[config.mk]
export PLATFORM = sky130hd
export DESIGN_NAME = alu_serial
export DESIGN_NICKNAME = d
export VERILOG_FILES = /design/src/rtl/alu_serial_pkg.sv /design/src/rtl/alu_serial_digit.sv /design/src/rtl/alu_serial.sv
export SDC_FILE = /design/constraint.sdc
export NUM_CORES = 1
export LEC_CHECK = 0
export ABC_AREA = 1
export CORE_ASPECT_RATIO = 0.7
export CORE_MARGIN = 10
export CORE_UTILIZATION = 58
export DETAILED_ROUTE_END_ITERATION = 10
export PLACE_DENSITY = 0.93
export SLEW_MARGIN = 15
export SYNTH_ARGS = -nofsm -noshare
export SYNTH_HDL_FRONTEND = slang
export SYNTH_HIERARCHICAL = 1
export SYNTH_SLANG_ARGS = --single-unit
[constraint.sdc]
create_clock -name clk -period 11.14 [get_ports clk]
set_input_delay 1.671 -clock clk [delete_from_list [all_inputs] [get_ports clk]]
set_output_delay 1.671 -clock clk [all_outputs]
set_load 0.01 [all_outputs]
[src/rtl/alu_serial_pkg.sv]
// Shared definitions for the digit-serial ALU: op codes, decimal-adjust
// constants and FSM state encoding.
package alu_serial_pkg;

  typedef enum logic [2:0] {
    ALU_SOP_ADD  = 3'd0,
    ALU_SOP_SUB  = 3'd1,
    ALU_SOP_ROL  = 3'd2,
    ALU_SOP_ROR  = 3'd3,
    ALU_SOP_PASS = 3'd4
  } alu_sop_e;

  // Decimal adjust: a digit sum above the limit is corrected by adding 6.
  localparam int ALU_DEC_LIMIT = 9;
  localparam int ALU_DEC_CORR  = 6;

  typedef enum logic {
    S_IDLE = 1'b0,
    S_RUN  = 1'b1
  } alu_state_e;

endpackage

[src/rtl/alu_serial_digit.sv]
// One-digit combinational slice: add/sub (binary or BCD), rotate step, pass.
module alu_serial_digit
  import alu_serial_pkg::*;
#(
  parameter int DIGIT_W = 4
) (
  input  logic [DIGIT_W-1:0] da,
  input  logic [DIGIT_W-1:0] db,
  input  logic               c,
  input  logic [2:0]         op,
  input  logic               decimal,
  output logic [DIGIT_W-1:0] dr,
  output logic               co
);

  // Decimal arithmetic only has meaning for 4-bit digits.
  localparam bit                 DEC_OK = (DIGIT_W == 4);
  localparam logic [DIGIT_W:0]   LIMIT  = (DIGIT_W+1)'(ALU_DEC_LIMIT);
  localparam logic [DIGIT_W-1:0] NINE   = DIGIT_W'(ALU_DEC_LIMIT);
  localparam logic [DIGIT_W-1:0] CORR   = DIGIT_W'(ALU_DEC_CORR);

  logic               dec;
  logic [DIGIT_W-1:0] b_eff;
  logic [DIGIT_W:0]   s;

  assign dec = decimal & DEC_OK;

  // Digit operation; unknown op codes behave as PASS.
  always_comb begin
    dr    = da;
    co    = c;
    b_eff = db;
    s     = '0;
    case (op)
      ALU_SOP_ADD, ALU_SOP_SUB: begin
        if (op == ALU_SOP_SUB) begin
          // 9's complement in BCD, 1's complement in binary; cin=1 is "no borrow".
          b_eff = dec ? (NINE - db) : ~db;
        end
        s = {1'b0, da} + {1'b0, b_eff} + {{DIGIT_W{1'b0}}, c};
        if (dec) begin
          if (s > LIMIT) begin
            dr = s[DIGIT_W-1:0] + CORR;
            co = 1'b1;
          end else begin
            dr = s[DIGIT_W-1:0];
            co = 1'b0;
          end
        end else begin
          dr = s[DIGIT_W-1:0];
          co = s[DIGIT_W];
        end
      end
      ALU_SOP_ROL: begin
        dr = {da[DIGIT_W-2:0], c};
        co = da[DIGIT_W-1];
      end
      ALU_SOP_ROR: begin
        dr = {c, da[DIGIT_W-1:1]};
        co = da[0];
      end
      default: begin
        dr = da;
        co = c;
      end
    endcase
  end

endmodule

[src/rtl/alu_serial.sv]
// Digit-serial ALU: processes one DIGIT_W digit per clock through a single
// digit slice, chaining carry through a register, with start/busy/done.
//
//   state  | meaning
//   S_IDLE | waiting for start; result/cout/zero hold last completion
//   S_RUN  | one digit per cycle, cnt counts remaining digits down to 0
module alu_serial
  import alu_serial_pkg::*;
#(
  parameter int DIGIT_W = 4,
  parameter int DIGITS  = 4,
  localparam int W      = DIGIT_W * DIGITS
) (
  input  logic         clk,
  input  logic         rst_n,
  input  logic         start,
  input  logic [2:0]   op,
  input  logic [W-1:0] a,
  input  logic [W-1:0] b,
  input  logic         cin,
  input  logic         decimal,
  output logic         busy,
  output logic         done,
  output logic [W-1:0] result,
  output logic         cout,
  output logic         zero
);

  localparam int CW = (DIGITS > 1) ? $clog2(DIGITS) : 1;
  localparam logic [CW-1:0] CNT_LAST = CW'(DIGITS - 1);

  alu_state_e       state_q, state_d;
  logic [CW-1:0]    cnt_q;
  logic [CW-1:0]    idx;
  logic             carry_q;
  logic [W-1:0]     a_q, b_q;
  logic [2:0]       op_q;
  logic             dec_q;
  logic [W-1:0]     work_q, work_d;
  logic [DIGIT_W-1:0] dr;
  logic             dco;
  logic             last;

  assign busy = (state_q == S_RUN);
  assign last = (cnt_q == '0);

  // ROR walks from the top digit down; everything else walks upward.
  assign idx = (op_q == ALU_SOP_ROR) ? cnt_q : (CNT_LAST - cnt_q);

  alu_serial_digit #(.DIGIT_W(DIGIT_W)) u_digit (
    .da      (a_q[idx*DIGIT_W +: DIGIT_W]),
    .db      (b_q[idx*DIGIT_W +: DIGIT_W]),
    .c       (carry_q),
    .op      (op_q),
    .decimal (dec_q),
    .dr      (dr),
    .co      (dco)
  );

  // Working word with the current digit slot replaced.
  always_comb begin
    work_d = work_q;
    work_d[idx*DIGIT_W +: DIGIT_W] = dr;
  end

  // Next-state logic.
  always_comb begin
    state_d = state_q;
    case (state_q)
      S_IDLE:  if (start) state_d = S_RUN;
      S_RUN:   if (last)  state_d = S_IDLE;
      default: state_d = S_IDLE;
    endcase
  end

  // State register.
  always_ff @(posedge clk or negedge rst_n) begin
    if (!rst_n) state_q <= S_IDLE;
    else        state_q <= state_d;
  end

  // Operand capture, digit stepping and completion outputs.
  always_ff @(posedge clk or negedge rst_n) begin
    if (!rst_n) begin
      cnt_q   <= '0;
      carry_q <= 1'b0;
      a_q     <= '0;
      b_q     <= '0;
      op_q    <= '0;
      dec_q   <= 1'b0;
      work_q  <= '0;
      result  <= '0;
      cout    <= 1'b0;
      zero    <= 1'b1;
      done    <= 1'b0;
    end else begin
      done <= 1'b0;
      if (state_q == S_IDLE) begin
        if (start) begin
          a_q     <= a;
          b_q     <= b;
          op_q    <= op;
          dec_q   <= decimal;
          carry_q <= cin;
          cnt_q   <= CNT_LAST;
          work_q  <= '0;
        end
      end else begin
        carry_q <= dco;
        work_q  <= work_d;
        cnt_q   <= cnt_q - 1'b1;
        if (last) begin
          result <= work_d;
          cout   <= dco;
          zero   <= (work_d == '0);
          done   <= 1'b1;
        end
      end
    end
  end

endmodule

# Word level (Yosys, flattened, before mapping)
# Index checks and enable logic that the tools add are counted.
# classes
n_mux,22
n_bitwise,2
reduce_logical,7
n_lt_le_gt_ge,1
addsub,7
shift,4
eq_ne,3
# op_table
operator,n
$neg A4 Y34,1
$shift A4 B34 Y16 const A,1
$shiftx A4 B34 Y16,1
$mux W16,2
$shiftx A16 B5 Y4,2
$mux W4,5
$bwmux W16,1
$logic_not A16 Y1,1
$pmux W4 S3,1
$mux W1,8
$eq A3 B2 Y1 const B,2
$mux W2,3
$add A4 B4 Y5,1
$add A5 B1 Y5,1
$gt A5 B4 Y1 const B,1
$add A4 B3 Y4 const B,1
$not A4 Y4,1
$reduce_and A2 Y1,2
$sub A4 B4 Y4 const A,1
$eq A3 B1 Y1 const B,1
$logic_not A3 Y1,1
$pmux W1 S3,1
$logic_not A2 Y1,1
$pmux W1 S2,1
5 further kinds,5
# word_totals
in_bits,40
regBits,75

# Longest topological paths before layout
# Gate-level depths: netlist of the first run.
# depth
word_depth,16
ltp_mapped,36
ltp_nobuf,35

# Cells and area by module
# Netlist of the first run, hierarchy kept.
# modules_own_cells
module,instances,cells_each,area_per_inst_um2,seq_area_each_um2
alu_serial,1,412,3370.7,1878.1
alu_serial_digit,1,93,535.5,0.0

# Least setup slack after synthesis of the first run
# No wires, ideal clock.
# synth_timing
path_kind,reg-to-reg
from,reg op_q[1]
to,reg zero
arrival_ns,3.807
required_time_ns,11.079
setup_slack_ns,7.272
path_stages_with_launch,31
path_cell_list,dfrtp_1 > nand3_2 > nand2_2 > nand2_4 > nand2_4 > inv_2 > buf_6 > a22oi_1 > nand3_1 > xor2_1 > fa_1 > fa_1 > nand2_2 > nand2_2 > ha_1 > nand2_1 > nand2_1 > a21oi_4 > nand2_2 > nand2_4 > nand2_1 > nand3_1 > nand3_1 > nand2_1 > nand3b_1 > nand2_1 > nor2_1 > nand2_1 > nor2_1 > nand3_1 > nand2_1
# synth_between
elab_chain_len,16
elab_cells_between_ends,25
classes_between,5 x add/sub; 1 x order compare; 3 x eq/ne; 4 x shift; 8 x mux; 1 x bitwise; 3 x reduce/logical
# synth_lines
element,line,text
from (decl),alu_serial.sv:37,logic [2:0] op_q;
from (signal assigned),alu_serial.sv:102,op_q <= op;
$eq A3 B2 Y1,"alu_serial_digit.sv:34, alu_serial.sv:48",
$mux W2,alu_serial.sv:48,assign idx = (op_q == ALU_SOP_ROR) ? cnt_q : (CNT_LAST - cnt_q);
$shiftx A16 B5 Y4,alu_serial.sv:52,".db (b_q[idx*DIGIT_W +: DIGIT_W]),"
$sub A4 B4 Y4 / $not A4 Y4 (equally long branches),alu_serial_digit.sv:38,b_eff = dec ? (NINE - db) : ~db;
$mux W4,alu_serial_digit.sv:38,
$mux W4,alu_serial_digit.sv:36,if (op == ALU_SOP_SUB) begin
$mux W4,alu_serial_digit.sv:34,case (op)
$add A4 B4 Y5,alu_serial_digit.sv:40,"s = {1'b0, da} + {1'b0, b_eff} + {{DIGIT_W{1'b0}}, c};"
$add A5 B1 Y5,alu_serial_digit.sv:40,
$add A4 B3 Y4 / $gt A5 B4 Y1 (equally long branches),"alu_serial_digit.sv:43, alu_serial_digit.sv:42",
$mux W4,alu_serial_digit.sv:42,if (s > LIMIT) begin
$mux W4,alu_serial_digit.sv:41,if (dec) begin
$pmux W4 S3 *,alu_serial_digit.sv:34,
net dr[2],alu_serial.sv:40,logic [DIGIT_W-1:0] dr;
$shiftx A4 B34 Y16 *,alu_serial.sv:63,work_d[idx*DIGIT_W +: DIGIT_W] = dr;
$bwmux W16 *,alu_serial.sv:63,
$logic_not A16 Y1 *,alu_serial.sv:115,zero <= (work_d == '0);
to (signal assigned),alu_serial.sv:115,
to (decl),alu_serial.sv:26,output logic zero
# Mark *: on every way through the listed nets, which the timed path passes. The rest lies on a longest branch. The select of a mux whose other input is x is not followed.
# A chain may end at the register's enable or synchronous reset.

# Worst setup path after layout of the first run
# layout_timing
from,reg op_q[2]
to,reg zero
# Same word-level chain as after synthesis.

==> results of run 1 <==
[cells in the final DEF (no fill, tap or decap), types with 2 or more instances in the layout]
cell / instances
nand2_1: 226
dfrtp_1: 74
clkdlybuf4s50_1: 58
inv_1: 46
o21ai_0: 31
nand3_1: 24
nor2_1: 17
nand2_2: 11
a22oi_1: 11
clkbuf_8: 9
o22ai_1: 7
ha_1: 6
nand2_4: 4
o21ai_1: 4
a21oi_1: 4
inv_2: 3
nand3b_1: 3
buf_4: 3
xor2_1: 3
nand4_1: 2
o21ai_2: 2
bufinv_16: 2
o211ai_1: 2
fa_1: 2
[stage by stage]
step	hold slack (ns)	util (%)	cells	area (sq um)	worst slack, ns
after detailed placement	0.464	71.4	643	4550	6.50
after global routing	0.500	74.8	658	4760	5.99
after floorplan	0.448	-	505	3910	7.27
final	0.471	74.8	658	4760	6.35
after global placement	0.464	71.4	643	4550	6.74
after CTS	0.475	74.8	658	4760	6.46
[sequential cells by signal, summed over array words and instances, names as in the netlist]
name     cells
a_q         16
b_q         16
busy         1
carry_q      1
cnt_q        2
cout         1
dec_q        1
done         1
op_q         3
result      16
work_q      16
zero         1
[layout make-up]
cell class	instances	area (sq um)
Tap cell	91	114
Inverter	49	184
Timing Repair Buffer	62	608
Fill cell	463	1610
Clock inverter	6	90.1
Sequential cell	75	1880
Clock buffer	9	124
Multi-Input combinational cell	366	1760
[routing by layer]
metal / part of all wire (%) / track usage (%) / up-vias
met5: 0 / 0 / -
met4: 1.1 / 5.93 / 0
met3: 10 / 7.44 / 18
met2: 45 / 31.0 / 197
met1: 44 / 25.5 / 1682
li1: - / - / 1709
[logic make-up after synthesis]
family / count (synthesis) / share of synthesized area [%]
compound gates: 64 / 9.93
fa+ha+maj: 8 / 2.95
simple gates: 291 / 31.6
flops: 75 / 48.1
xor+xnor: 3 / 0.673
buf+inv: 64 / 6.82
[worst max-delay path: cells and delay by family, from the launching register on]
kind / cells / cell delay, ns
flip-flops: 1 / 0.58
AO/OA/AOI/OAI: 3 / 0.48
buffers and inverters: 3 / 0.47
adder cells (fa/ha/maj): 3 / 0.88
AND/OR/NAND/NOR: 23 / 2.32
[how the worst min path moves through the flow]
stage / from / end / slack, ns
4_1_cts: zero$_DFFE_PN1P_ / zero$_DFFE_PN1P_ / 0.47
3_5_place_dp: zero$_DFFE_PN1P_ / zero$_DFFE_PN1P_ / 0.46
5_1_grt: work_q[2]$_DFFE_PN0P_ / work_q[2]$_DFFE_PN0P_ / 0.50
3_3_place_gp: b_q[4]$_DFFE_PN0P_ / b_q[4]$_DFFE_PN0P_ / 0.46
2_1_floorplan: work_q[2]$_DFFE_PN0P_ / work_q[2]$_DFFE_PN0P_ / 0.45
6_report: zero$_DFFE_PN1P_ / zero$_DFFE_PN1P_ / 0.47
==> flow_summary.yaml, run 1 <==
worst_hold_path:
  whs_path_depth: 2
  holdCritPathClass: "register to register"
die:
  io_pins: 60
  die_area_sq_um: 10500
  die-width_um: 118
  die_h_um: 88.7
  initial_utilization_pct: 61.4
  design.core.area_sq_um: 6370
  rows: 24
detailed_routing:
  wire_per_inst_um: 15.6
  viasPerCell: 5.48
  drt-total-wl_um: 10300
  drc: 0
  via_count: 3606
  drtPass1Iterations: 6
  dr.first_iter.drc_count: 336
  postRouteAntennaNets: 0
timing:
  drv_slew: 0
  fin_crit_ns: 4.79
  slew-limit-headroom_pct: 27.0
  setup_viol: 0
  worstMarginPinSlew_ns: 1.09
  rsz0062_at_grt: "no"
  finClkSkew_ns: 0.00805
  fin_crit_sh_pct: 43.0
  hold_violations: 0
  finalSetupTns_ns: 0
  max_freq_mhz: 209
logic_synthesis:
  synth_area_sq_um: 3910
  synthFlopType: "dfrtp_1"
  async_reset_ff_share_pct: 100
  synth.distinct_cells: 31
  synth-edff-count: 0
  synth_warnings: 6
  yosysTopAreaCellShare_pct: 47.4
  synth_common_cells: "nand2_1, dfrtp_1, inv_1"
  synth_seq_area_share_pct: 48.1
  postSynthAreaPerCell_sq_um: 7.74
  ys_seq_elements: 75
  synthTopCellsByArea: "dfrtp_1, nand2_1, inv_1"
  yosys.area.top_type: "dfrtp_1"
  syn_nets: 553
  yosysMostFrequentCell: "nand2_1"
  synth_cells: 505
run:
  drv_cap: 0
clock_tree:
  hold_buffers: 0
  cts-root-buf: "clkbuf_8"
  cts.sinks: 75
  path_clk_slew_ns: 0.08
  clk_latency_ns: 0.36
  htree_levels: 3
  clock_path_buffers: 2
  cts-buffers-inserted: 9
  post_cts_buffers: 0
  ctsResizeCount: 0
  cts_tree: "done"
setup_path:
  r2r_end: "zero$_DFFE_PN1P_"
  cpMostUsedCell: "nand2_1"
  crit_type: "register to register"
  critPathMaxFanout: 10
  cp-endpoint: "zero$_DFFE_PN1P_"
  r2r_start: "op_q[2]$_DFFE_PN0P_"
  worst-r2r-setup-slack_ns: 6.35
  worst-r2r-cell-count: 32
  startpoint: "op_q[2]$_DFFE_PN0P_"
  critical_path.max_stage_delay_ns: 0.58
  crit_required_ns: 11.44
  worstPathArrival_ns: 5.09
  crit_path_top_delay_cell: "dfrtp_1"
  worstSetupStartpointType: "register"
  critPathCaptureType: "register"
cells_and_area:
  final_nets: 611
  drive_above_1_share_pct: 7.94
  num_antenna_cells: 0
  area_delta_synth_final_pct: 21.8
grt:
  grt_pass1_vias: 3476
  grt-ovfl-total: 0
  grtUsageTotal_pct: 19.9
  grt_pass1_wl_um: 16900
  grt_max_degree: 76
  antenna_found_initial: 0
placement:
  dp_hpwl_um: 7450
  port_buffers: 59
  routabilityCongestion: 0.924
status:
  outcome: "finished, final reports clean"
Power of run 1 is left out: the tool's default activity adds up to more than one toggle a clock period on the data nets, which glitch-free logic cannot reach.
==> inputs of run 2 (changes only) <==
--- a/config.mk
+++ b/config.mk
@@ -8,9 +8,9 @@
 export ABC_AREA = 1
 export CORE_ASPECT_RATIO = 0.7
 export CORE_MARGIN = 10
-export CORE_UTILIZATION = 58
+export CORE_UTILIZATION = 54
 export DETAILED_ROUTE_END_ITERATION = 10
-export PLACE_DENSITY = 0.93
+export PLACE_DENSITY = 0.88
 export SLEW_MARGIN = 15
 export SYNTH_ARGS = -nofsm -noshare
 export SYNTH_HDL_FRONTEND = slang
==> constraint.sdc (replaced) <==
create_clock -name clk -period 4.6 [get_ports clk]
set_input_delay 0.69 -clock clk [delete_from_list [all_inputs] [get_ports clk]]
set_output_delay 0.69 -clock clk [all_outputs]
set_load 0.01 [all_outputs]
==> run 2 against run 1 <==
Count of clock-buffer cells in the layout increased by 1. Final cell count up 2.0%. Maximum frequency up 9.6%. Non-clock buffer count up 9. Largest cell class unchanged. Highest routed layer unchanged.
==> flow_summary.yaml, run 2 (synthesis results as in run 1) <==
setup_path:
  worstSetupStartpointType: "register"
  critical_path.max_stage_delay_ns: 0.48
  critPathMaxFanout: 8
  critPathCaptureType: "register"
  cpMostUsedCell: "nand2_1"
  crit_path_top_delay_cell: "dfrtp_2"
  crit_buf_inv: 3
  worstPathArrival_ns: 4.68
  crit_required_ns: 4.91
  crit_type: "register to register"
  path_delay_family: "simple AND/OR/NAND/NOR gates"
die:
  initial_utilization_pct: 56.8
  design.core.area_sq_um: 6880
  die_h_um: 91.2
  die_area_sq_um: 11100
  rows: 25
  io_pins: 60
  die-width_um: 122
timing:
  drv_slew: 0
  setup_viol: 0
  finClkSkew_ns: 0.0126
  hold_violations: 0
  fin_crit_ns: 4.37
  max_freq_mhz: 229
  slew-limit-headroom_pct: 30.4
  holdWs_ns: 0.439
  worstMarginPinSlew_ns: 1.04
  fin_crit_sh_pct: 94.9
cells_and_area:
  area_delta_synth_final_pct: 23.8
  num_antenna_cells: 0
  layout.cells.non_filler: 671
  drive_above_1_share_pct: 11.6
  final_cell_mix: "nand2_1, dfrtp_1, clkdlybuf4s50_1"
  fin_area_sq_um: 4840
  layout_commonest_cell: "nand2_1"
  final_nets: 620
  num-fill-cells: 548
grt:
  antenna_found_initial: 0
  grt-ovfl-total: 0
  grt_max_degree: 40
  grt_pass1_vias: 3280
  grtUsageTotal_pct: 18.1
  grt_pass1_wl_um: 16100
placement:
  port_buffers: 59
  placed_area_sq_um: 4550
  routabilityCongestion: 0.908
  dp_hpwl_um: 7370
  dp.cells: 646
status:
  outcome: "finished, final reports clean"
clock_tree:
  clk_latency_ns: 0.37
  clock_path_buffers: 2
  cts_tree: "done"
  cts.sinks: 75
  hold_buffers: 0
  cts-buffers-inserted: 9
  cts-root-buf: "clkbuf_8"
  path_clk_slew_ns: 0.08
  htree_levels: 3
detailed_routing:
  postRouteAntennaNets: 0
  via_count: 3558
  wire_per_inst_um: 14.9
  drt-total-wl_um: 10000
  viasPerCell: 5.30
  drc: 0
  drtPass1Iterations: 7
  dr.first_iter.drc_count: 342
run:
  drv_cap: 0
worst_hold_path:
  holdCritPathClass: "input pin to asynchronous set/reset pin"
## run 2: changes by cell type in the layout (fill, tap and decap cells not counted), sizes merged
cell	delta
buf	+9
bufinv	-2
clkbuf	+1
clkinv	+2
clkinvlp	+1
inv	-1
## run 2: area by class of cell
cell class	count	area, sq um	share of cell area, %
flip-flops and latches	75	1880	38.9
well taps	94	118	2.43
clock inverters	6	40.0	0.828
inverters	49	193	3.98
multi-input cells	366	1800	37.2
clock buffers	10	128	2.64
repair buffers	71	676	14.0
## run 2: path summary, 6_finish.rpt
| path | startpoint | to | slack [ns] | cells after the start |
|---|---|---|---|---|
| max | op_q[1]$_DFFE_PN0P_ | zero$_DFFE_PN1P_ | 0.23 | 32 |
| min | rst_n | work_q[2]$_DFFE_PN0P_ | 0.44 | 1 |
| max reg2reg | op_q[1]$_DFFE_PN0P_ | zero$_DFFE_PN1P_ | 0.23 | 32 |
| min reg2reg | zero$_DFFE_PN1P_ | zero$_DFFE_PN1P_ | 0.47 | 2 |
| max in group asynchronous | rst_n | zero$_DFFE_PN1P_ | 3.15 | 2 |
| min in group clk | zero$_DFFE_PN1P_ | zero$_DFFE_PN1P_ | 0.47 | 2 |
## run 2: repair_timing
action / CTS / global route
setup buffers: 0 / 9
setup endpoints to repair: 0 / 25
hold endpoints to repair: 0 / 0
gates resized for setup: 0 / 19
## run 2: stage by stage
| stage | worst slack [ns] | utilization [%] | setup TNS (ns) |
|---|---|---|---|
| final | 0.232 | 70.3 | 0 |
| after global routing | -0.0644 | 70.3 | -0.0644 |
| after CTS | 0.0450 | 68.5 | 0 |
| after detailed placement | 0.0737 | 66.1 | 0 |
| after global placement | 0.207 | 66.1 | 0 |
| after floorplan | 0.732 | - | 0 |
## run 2: routing by layer
metal,up-vias,wire length (um),GRT usage [%]
met4,0,131,6.44
met2,160,4440,25.8
met3,19,868,4.89
met1,1645,4590,25.6
met5,-,0,0
li1,1734,-,-
Power of run 2 is left out for the same reason.
